### config.mk
export PLATFORM = sky130hd
export DESIGN_NAME = prog_loader_flat
export DESIGN_NICKNAME = d
export VERILOG_FILES = /design/src/rtl/prog_loader_if.sv /design/src/rtl/prog_loader.sv /design/src/flat_wrapper.sv
export SDC_FILE = /design/constraint.sdc
export NUM_CORES = 2
export LEC_CHECK = 0
export BUFFER_PORTS_ARGS = -buffer_cell sky130_fd_sc_hd__buf_2
export CORE_MARGIN = 10
export CORE_UTILIZATION = 50
export CTS_BUF_LIST = sky130_fd_sc_hd__clkbuf_8
export CTS_CLUSTER_SIZE = 20
export DETAILED_ROUTE_END_ITERATION = 7
export GPL_TIMING_DRIVEN = 0
export PLACE_DENSITY = 0.65
export REMOVE_ABC_BUFFERS = 1
export SYNTH_ARGS = -nofsm -noshare
export SYNTH_HDL_FRONTEND = slang
export SYNTH_SLANG_ARGS = --single-unit
export TNS_END_PERCENT = 1
### constraint.sdc
create_clock -name clk -period 5.6 [get_ports clk]
set_input_delay 0.84 -clock clk [delete_from_list [all_inputs] [get_ports clk]]
set_output_delay 0.84 -clock clk [all_outputs]
set_load 0.03 [all_outputs]
### src/rtl/prog_loader_if.sv
// -----------------------------------------------------------------------------
// prog_loader_if
// Bundles the program loader's byte-stream input and the CPU instruction
// fetch port.
//   in_data    [7:0]  stream byte (master -> loader)
//   in_valid          in_data valid (master -> loader)
//   in_ready          loader can accept a byte (loader -> master)
//   fetch_addr [7:0]  CPU fetch address, the pc (master -> loader)
//   fetch_data [7:0]  combinational instruction byte (loader -> master)
// Modports: master = stream source / CPU side, slave = loader side.
// -----------------------------------------------------------------------------
interface prog_loader_if;
   logic [7:0] in_data;
   logic       in_valid;
   logic       in_ready;
   logic [7:0] fetch_addr;
   logic [7:0] fetch_data;

   modport master (
      output in_data, in_valid, fetch_addr,
      input  in_ready, fetch_data
   );

   modport slave (
      input  in_data, in_valid, fetch_addr,
      output in_ready, fetch_data
   );
endinterface

### src/rtl/prog_loader.sv
// -----------------------------------------------------------------------------
// prog_loader
// Write side of the instruction memory. Receives a framed program image
// (SYNC, LEN, LEN data bytes, CSUM) over a valid/ready byte stream and writes
// it into a 256x8 RAM whose combinational read port feeds the CPU. The CPU is
// held in reset until a frame with a good checksum has loaded.
//   clk         system clock, rising edge
//   reset       asynchronous, active-high; clears all state except the RAM
//   bus         prog_loader_if.slave: byte stream in, instruction fetch out
//   cpu_reset   1 = hold the CPU in reset
//   loading     a frame is in progress (LEN, DATA or CSUM)
//   load_done   one-cycle pulse: frame loaded with a good checksum
//   load_error  sticky: the last frame failed its checksum
// -----------------------------------------------------------------------------
module prog_loader #(
   parameter logic [7:0] SYNC_BYTE = 8'hA5,
   parameter logic [7:0] LOAD_BASE = 8'h00
) (
   input  logic          clk,
   input  logic          reset,
   prog_loader_if.slave  bus,
   output logic          cpu_reset,
   output logic          loading,
   output logic          load_done,
   output logic          load_error
);

   typedef enum logic [2:0] {
      IDLE,
      LEN,
      DATA,
      CSUM,
      DONE
   } state_t;

   state_t     state_q, state_d;
   logic [7:0] addr_q;
   logic [7:0] sum_q;
   logic [8:0] remaining_q;      // 9 bits: a length byte of 0 means 256
   logic       cpu_reset_q;
   logic       load_error_q;
   logic       load_done_q;

   logic       ready;
   logic       busy;
   logic       accept;
   logic [7:0] csum_total;

   logic [7:0] mem [256];

   assign accept     = bus.in_valid & ready;
   assign csum_total = sum_q + bus.in_data;   // good frame when this wraps to 0

   // NOTE: every output of this block gets a default first, so no path can
   // leave a signal unassigned and infer a latch.
   always_comb begin
      state_d = state_q;
      ready   = 1'b1;
      busy    = 1'b0;
      unique case (state_q)
         IDLE: begin
            if (accept && bus.in_data == SYNC_BYTE) state_d = LEN;
         end
         LEN: begin
            busy = 1'b1;
            if (accept) state_d = DATA;
         end
         DATA: begin
            busy = 1'b1;
            if (accept && remaining_q == 9'd1) state_d = CSUM;
         end
         CSUM: begin
            busy = 1'b1;
            if (accept) state_d = DONE;
         end
         DONE: begin
            ready   = 1'b0;
            state_d = IDLE;
         end
         default: state_d = IDLE;
      endcase
   end

   // NOTE: sequential state uses non-blocking assignments so every register
   // samples the pre-edge values, independent of statement order.
   always_ff @(posedge clk or posedge reset) begin
      if (reset) begin
         state_q      <= IDLE;
         addr_q       <= 8'h00;
         sum_q        <= 8'h00;
         remaining_q  <= 9'd0;
         cpu_reset_q  <= 1'b1;
         load_error_q <= 1'b0;
         load_done_q  <= 1'b0;
      end else begin
         state_q     <= state_d;
         load_done_q <= 1'b0;
         if (accept) begin
            unique case (state_q)
               IDLE: begin
                  if (bus.in_data == SYNC_BYTE) begin
                     // A sync while running starts a reload: stop the CPU now.
                     cpu_reset_q  <= 1'b1;
                     load_error_q <= 1'b0;
                     addr_q       <= LOAD_BASE;
                     sum_q        <= 8'h00;
                  end
               end
               LEN: begin
                  remaining_q <= (bus.in_data == 8'h00) ? 9'd256 : {1'b0, bus.in_data};
               end
               DATA: begin
                  addr_q      <= addr_q + 8'd1;
                  sum_q       <= csum_total;
                  remaining_q <= remaining_q - 9'd1;
               end
               CSUM: begin
                  if (csum_total == 8'h00) begin
                     cpu_reset_q <= 1'b0;
                     load_done_q <= 1'b1;
                  end else begin
                     load_error_q <= 1'b1;
                  end
               end
               default: ;
            endcase
         end
      end
   end

   // NOTE: the RAM has no reset; a reset keeps whatever program bytes were
   // already written, and a resettable 256-entry array would not map to RAM.
   always_ff @(posedge clk) begin
      if (accept && state_q == DATA) mem[addr_q] <= bus.in_data;
   end

   // Zero-latency fetch: a same-cycle write is only visible after the edge.
   assign bus.fetch_data = mem[bus.fetch_addr];
   assign bus.in_ready   = ready;

   assign cpu_reset  = cpu_reset_q;
   assign loading    = busy;
   assign load_done  = load_done_q;
   assign load_error = load_error_q;

endmodule

### src/flat_wrapper.sv
// flat-port wrapper written by rule: the top's interface ports become plain ports
module prog_loader_flat 
#(
   parameter logic [7:0] SYNC_BYTE = 8'hA5,
   parameter logic [7:0] LOAD_BASE = 8'h00
)
  (clk, reset, cpu_reset, loading, load_done, load_error, bus_in_data, bus_in_valid, bus_fetch_addr, bus_in_ready, bus_fetch_data);
  prog_loader_if bus_i ();
  input  logic clk;
  input  logic reset;
  output logic cpu_reset;
  output logic loading;
  output logic load_done;
  output logic load_error;
  input wire logic [$bits(bus_i.in_data)-1:0] bus_in_data;
  input wire logic [$bits(bus_i.in_valid)-1:0] bus_in_valid;
  input wire logic [$bits(bus_i.fetch_addr)-1:0] bus_fetch_addr;
  output wire logic [$bits(bus_i.in_ready)-1:0] bus_in_ready;
  output wire logic [$bits(bus_i.fetch_data)-1:0] bus_fetch_data;
  assign bus_i.in_data = bus_in_data;
  assign bus_i.in_valid = bus_in_valid;
  assign bus_i.fetch_addr = bus_fetch_addr;
  assign bus_in_ready = bus_i.in_ready;
  assign bus_fetch_data = bus_i.fetch_data;
  prog_loader #(.SYNC_BYTE(SYNC_BYTE), .LOAD_BASE(LOAD_BASE)) u_core (.clk(clk), .reset(reset), .bus(bus_i), .cpu_reset(cpu_reset), .loading(loading), .load_done(load_done), .load_error(load_error));
endmodule
== After elaboration in Yosys (flattened, before gate mapping) ==
Memory sizes are Yosys's and may differ from the RTL's.
Cells that the tools add are included.
W data, S select, Z words.
Storage, ports and cells
  RAM bits: 2048
  bits in latches: 0
  register bits: 31
  memories: 1
  memory bits (read-only): 0
Operators by class
  magnitude comparators: 0
  equal/unequal tests: 13
  multiplexer cells: 23
  add/subtract/negate cells: 3
  divide/modulo/power cells: 0
  bitwise logic cells: 1
  multipliers: 0
  reductions and logical operators: 15
  shift operators: 0
Memories
  u_core.mem: words 256, width 8, rd ports 1, clocked after Yosys merged registers in 0, wr ports 1, RTL line prog_loader.sv:49  | logic [7:0] mem [256];
Operators by type and width (number)
  $pmux W8 S2: 2
  $pmux W9 S2: 1
  $logic_not A8 Y1: 2
  $mux W3: 4
  $ne A2 B1 Y1 const B: 6
  $pmux W3 S4: 1
  $reduce_and A4 Y1: 3
  $mux W1: 11
  $eq A9 B1 Y1 const B: 1
  $mux W9: 1
  $sub A9 B1 Y9 const B: 1
  $add A8 B1 Y8 const B: 1
  $add A8 B8 Y8: 1
  $eq A8 B8 Y1 const B: 1
  $mux W8: 1
  $eq A3 B2 Y1 const B: 2
  $reduce_bool A2 Y1: 3
  $pmux W1 S2: 2
  $eq A3 B1 Y1 const B: 1
  $eq A3 B3 Y1 const B: 1
  $logic_and A1 B1 Y1: 3
  $logic_not A3 Y1: 1
  $reduce_and A3 Y1: 1
  $reduce_or A3 Y1: 1
  other kinds (3): 3

== Depth between registers and ports, before layout ==
  depth after elaboration: 6
  mapped depth: 11
  depth with buffers taken out: 8

== Worst setup path before layout ==
Ideal clock, no wire load.
  kind: input-to-output
  start point: in bus_fetch_addr[4]
  end point: out bus_fetch_data[5]
  arrival: 3.117 ns
  cell stages on the path: 10
  path buffers: 5
  path slack: 1.643 ns
  required time: 4.760 ns
  cell sequence: clkbuf_1 -> buf_2 -> and2_1 -> clkbuf_1 -> buf_4 -> clkbuf_1 -> a22oi_1 -> a211oi_1 -> o221ai_1 -> nor3_1
On the way
  cells in the longest elaborated chain, start to end: 1
Ends and longest elaborated chain
  from (decl): RTL line flat_wrapper.sv:17  | input wire logic [$bits(bus_i.fetch_addr)-1:0] bus_fetch_addr;
  $mem_v2 Z256 W8
  to (decl): RTL line flat_wrapper.sv:19  | output wire logic [$bits(bus_i.fetch_data)-1:0] bus_fetch_data;
Every way passes these cells.

== Final worst setup path ==
  start point: in bus_fetch_addr[1]
  end point: out bus_fetch_data[1]
Same word-level chain as after synthesis.

==> impl_metrics.csv <==
group,metric,value,unit
sta,min_period,5.47,ns
logic_synthesis,synth_top_family_by_area,"multiplexers",
final_layout,drive_above_1_share,25.7,%
global_route,met2_usage,33.0,%
global_route,grt_pass1_vias,40100,
pwr,p_sw,7160,uW
clock_tree,cts_hold_buf,0,
clock_tree,clock_sinks,2079,
critical_path,rr_endpoint,"u_core.mem[67][7]",
global_route,met1_usage,29.6,%
logic_synthesis,synthSimpleGateAreaFrac,2.91,%
sta,tns,0,ns
pwr,leakage,0.0282,uW
logic_synthesis,synth_common_cells,"2048 x edfxtp_1, 516 x mux4_2, 294 x nor2_1",
logic_synthesis,ys_async_sr_fraction,1.49,%
global_route,track_usage,21.0,%
logic_synthesis,synth_edf_count,2048,
die,fp.dieW,422,um
global_route,use_met3,4.59,%
sta,worst_pin_slew,1.33,ns
logic_synthesis,syn_area_per_cell,21.4,um^2
logic_synthesis,synth_top_area_share,76.1,%
logic_synthesis,synthTopCellsByArea,"edfxtp_1 76%, mux4_2 14%, nor2_1 1.4%",
logic_synthesis,synthAdderAreaFrac,0.226,%
clock_tree,insertion_delay,1.01,ns
placed_design,hpwl,111000,um
sta,max_freq,183,MHz
die,die-area,178000,um^2
pwr,power_density,347,nW/um^2
clock_tree,htree_num_levels,5,
routing,wirelength,189000,um
routing,wl_per_cell,29.7,um
final_layout,synthToLayoutAreaGrowth,11.7,%
critical_path,path_cells,"buf_12 > buf_16 > buf_16 > buf_16 > mux4_2 > o22ai_1 > or4_1 > nor3_2 > o221ai_2 > nor3_2 > buf_2",
global_route,busiest_layer,"met2",
critical_path,crit_type,"input pin to output pin",
critical_path,worst-path-max-fanout,70,
critical_path,critPathBufInv,5,
pwr,vdd_drop_max,212,uV
clock_tree,cts.clk_slew.worst_paths,0.06,ns
critical_path,cp.required,4.76,ns
routing,first_iter_violations,4252,
pwr,power,31300,uW
logic_synthesis,synthFlopType,"edfxtp_1",
critical_path,r2r_start,"u_core.state_q[2]",
critical_path,end_kind,"output pin",
logic_synthesis,yosysSeqAreaShare,77.1,%
sta,slew_headroom,10.9,%
global_route,antenna_found_initial,9,
die,fp.dieH,422,um
logic_synthesis,ys_seq_elements,2079,
logic_synthesis,synth_area_leader_cell,"edfxtp_1",
logic_synthesis,ys_warn_count,0,
logic_synthesis,ys_types,63,
pwr,combPwrFrac,6.8,%
final_layout,fin_nets,4006,
routing,vias_per_cell,6.13,
job,max-cap-violations,0,
routing,ant_nets,0,
critical_path,critPathTopFamily,"buffers and inverters",
pwr,p_int,24100,uW
global_route,grt_max_degree,153,
logic_synthesis,synth_mux_area_share,15.6,%
routing,drc,0,
routing,drtPass1Iterations,5,
critical_path,cpMostUsedCell,"buf_16",
logic_synthesis,synth_compound_area_share,2.56,%
pwr,sw_frac_of_total,22.9,%
logic_synthesis,syn_inst,3770,
die,io_pins,32,
logic_synthesis,netlist_area,80800,um^2
logic_synthesis,yosysMostFrequentCell,"edfxtp_1",
critical_path,rrSetupSlack,1.00,ns
outcome,outcome,"completed",
die,initial_core_util,50.3,%
critical_path,reg2reg_depth,6,
final_layout,fin_util,56.2,%
clock_tree,cts_tree,"built",
placed_design,port_buffers,31,
routing,vias,39000,
pwr,p_seq_share,55.3,%
critical_path,arrival,4.63,ns
min_path,worstHoldPathType,"input pin to asynchronous set/reset pin",
critical_path,critPathMaxStageDelay,0.64,ns
sta,skew,0.0637,ns
placed_design,gp_routability_congestion,0.783,
global_route,grt_overflow,0,
clock_tree,clockBufferDepth,4,
sta,slew_violations,0,
sta,hold_ws,0.129,ns
pwr,clockPowerShare,37.8,%
clock_tree,cts_root_buf,"clkbuf_8",
sta,finalSetupViolations,0,
sta,finalHoldViolCount,0,
critical_path,worst_path_max_delay_cell,"or4_1",
clock_tree,numCtsBuffers,342,
sta,period_share,97.7,%
clock_tree,post-cts-setup-buffer-count,0,
global_route,grt_pass1_wl,276000,um
logic_synthesis,synth_xor_area_share,0.152,%
sta,rsz0062_at_grt,"no",
critical_path,start_kind,"input pin",
die,row_count,147,
die,core,161000,um^2
## area by class of cell
class | instances | area [um^2]
inverter | 13 | 48.8
antenna | 1 | 2.50
sequential | 2079 | 62300
clock buffer | 349 | 4800
fill | 11800 | 70300
tap | 2160 | 2700
multi-input combinational | 1447 | 17500
timing repair buffer | 90 | 1760
clock inverter | 228 | 1140
## cells by family after synthesis
kind of cell	count (synthesis)
buffers and inverters	244
AND/OR/NAND/NOR	523
XOR/XNOR	14
multiplexers	610
AO/OA/AOI/OAI	286
flip-flops	2079
adder cells (fa/ha/maj)	14
## through the flow
step	setup WS [ns]	cell area [um^2]	instances
4_1_cts	-0.0143	90200	6366
3_5_place_dp	-1.40	83900	5782
5_1_grt	0.0231	90200	6367
6_report	0.126	90200	6367
3_3_place_gp	-16.39	82500	5730
2_1_floorplan	0.593	79700	3539
## layout by cell type (no fill, tap or decap), drive strengths merged, types with 13 or more instances in the layout
| cell | netlist | final |
|---|---|---|
| nor2b | 13 | 13 |
| o221ai | 21 | 21 |
| a21oi | 27 | 27 |
| clkinv | 0 | 113 |
| mux2i | 62 | 62 |
| ha | 13 | 13 |
| inv | 13 | 114 |
| nor3 | 15 | 15 |
| nor2 | 294 | 294 |
| mux4 | 516 | 516 |
| edfxtp | 2048 | 2048 |
| mux2 | 32 | 32 |
| nand4 | 16 | 16 |
| a22o | 23 | 23 |
| a22oi | 86 | 86 |
| a211oi | 15 | 15 |
| nand2 | 70 | 70 |
| clkbuf | 115 | 349 |
| a221oi | 17 | 17 |
| buf | 116 | 83 |
| nand3 | 55 | 55 |
| o22ai | 44 | 44 |
| dfrtp | 30 | 30 |
| o21ai | 16 | 16 |
## per-layer routing
metal | vias up | part of all wire (%)
met5 | - | 0.0058
met4 | 2 | 2.5
met3 | 290 | 8.6
met2 | 1788 | 49
met1 | 20700 | 40
li1 | 16300 | -
## sequential cells by signal, summed over array words and instances, names as in the netlist
register,flops
u_core.addr_q,8
u_core.cpu_reset,1
u_core.load_done,1
u_core.load_error,1
u_core.mem,2048
u_core.remaining_q,9
u_core.state_q,3
u_core.sum_q,8
## worst max path at each step
| stage | start | end | cells after the start |
|---|---|---|---|
| after floorplan | bus_fetch_addr[4] | bus_fetch_data[1] | 5 |
| after global placement | bus_fetch_addr[0] | bus_fetch_data[5] | 8 |
| after detailed placement | bus_fetch_addr[0] | bus_fetch_data[5] | 11 |
| after CTS | bus_fetch_addr[1] | bus_fetch_data[3] | 11 |
| after global routing | bus_fetch_addr[0] | bus_fetch_data[0] | 11 |
| final | bus_fetch_addr[1] | bus_fetch_data[1] | 11 |
## power by group through the flow
stage	combinational (uW)	clock, uW	sequential (uW)
after floorplan	1030	0	17600
after global placement	2430	0	17700
after detailed placement	2100	0	17600
after CTS	2150	12100	17300
after global routing	2290	12800	17300
final	2130	11800	17300
## repair_timing
item	in CTS	in global routing
resized for setup	19	5
pin swaps	1	0
gates cloned	7	0
setup endpoints to repair	8	5
Power figures use the tool's default switching activity.
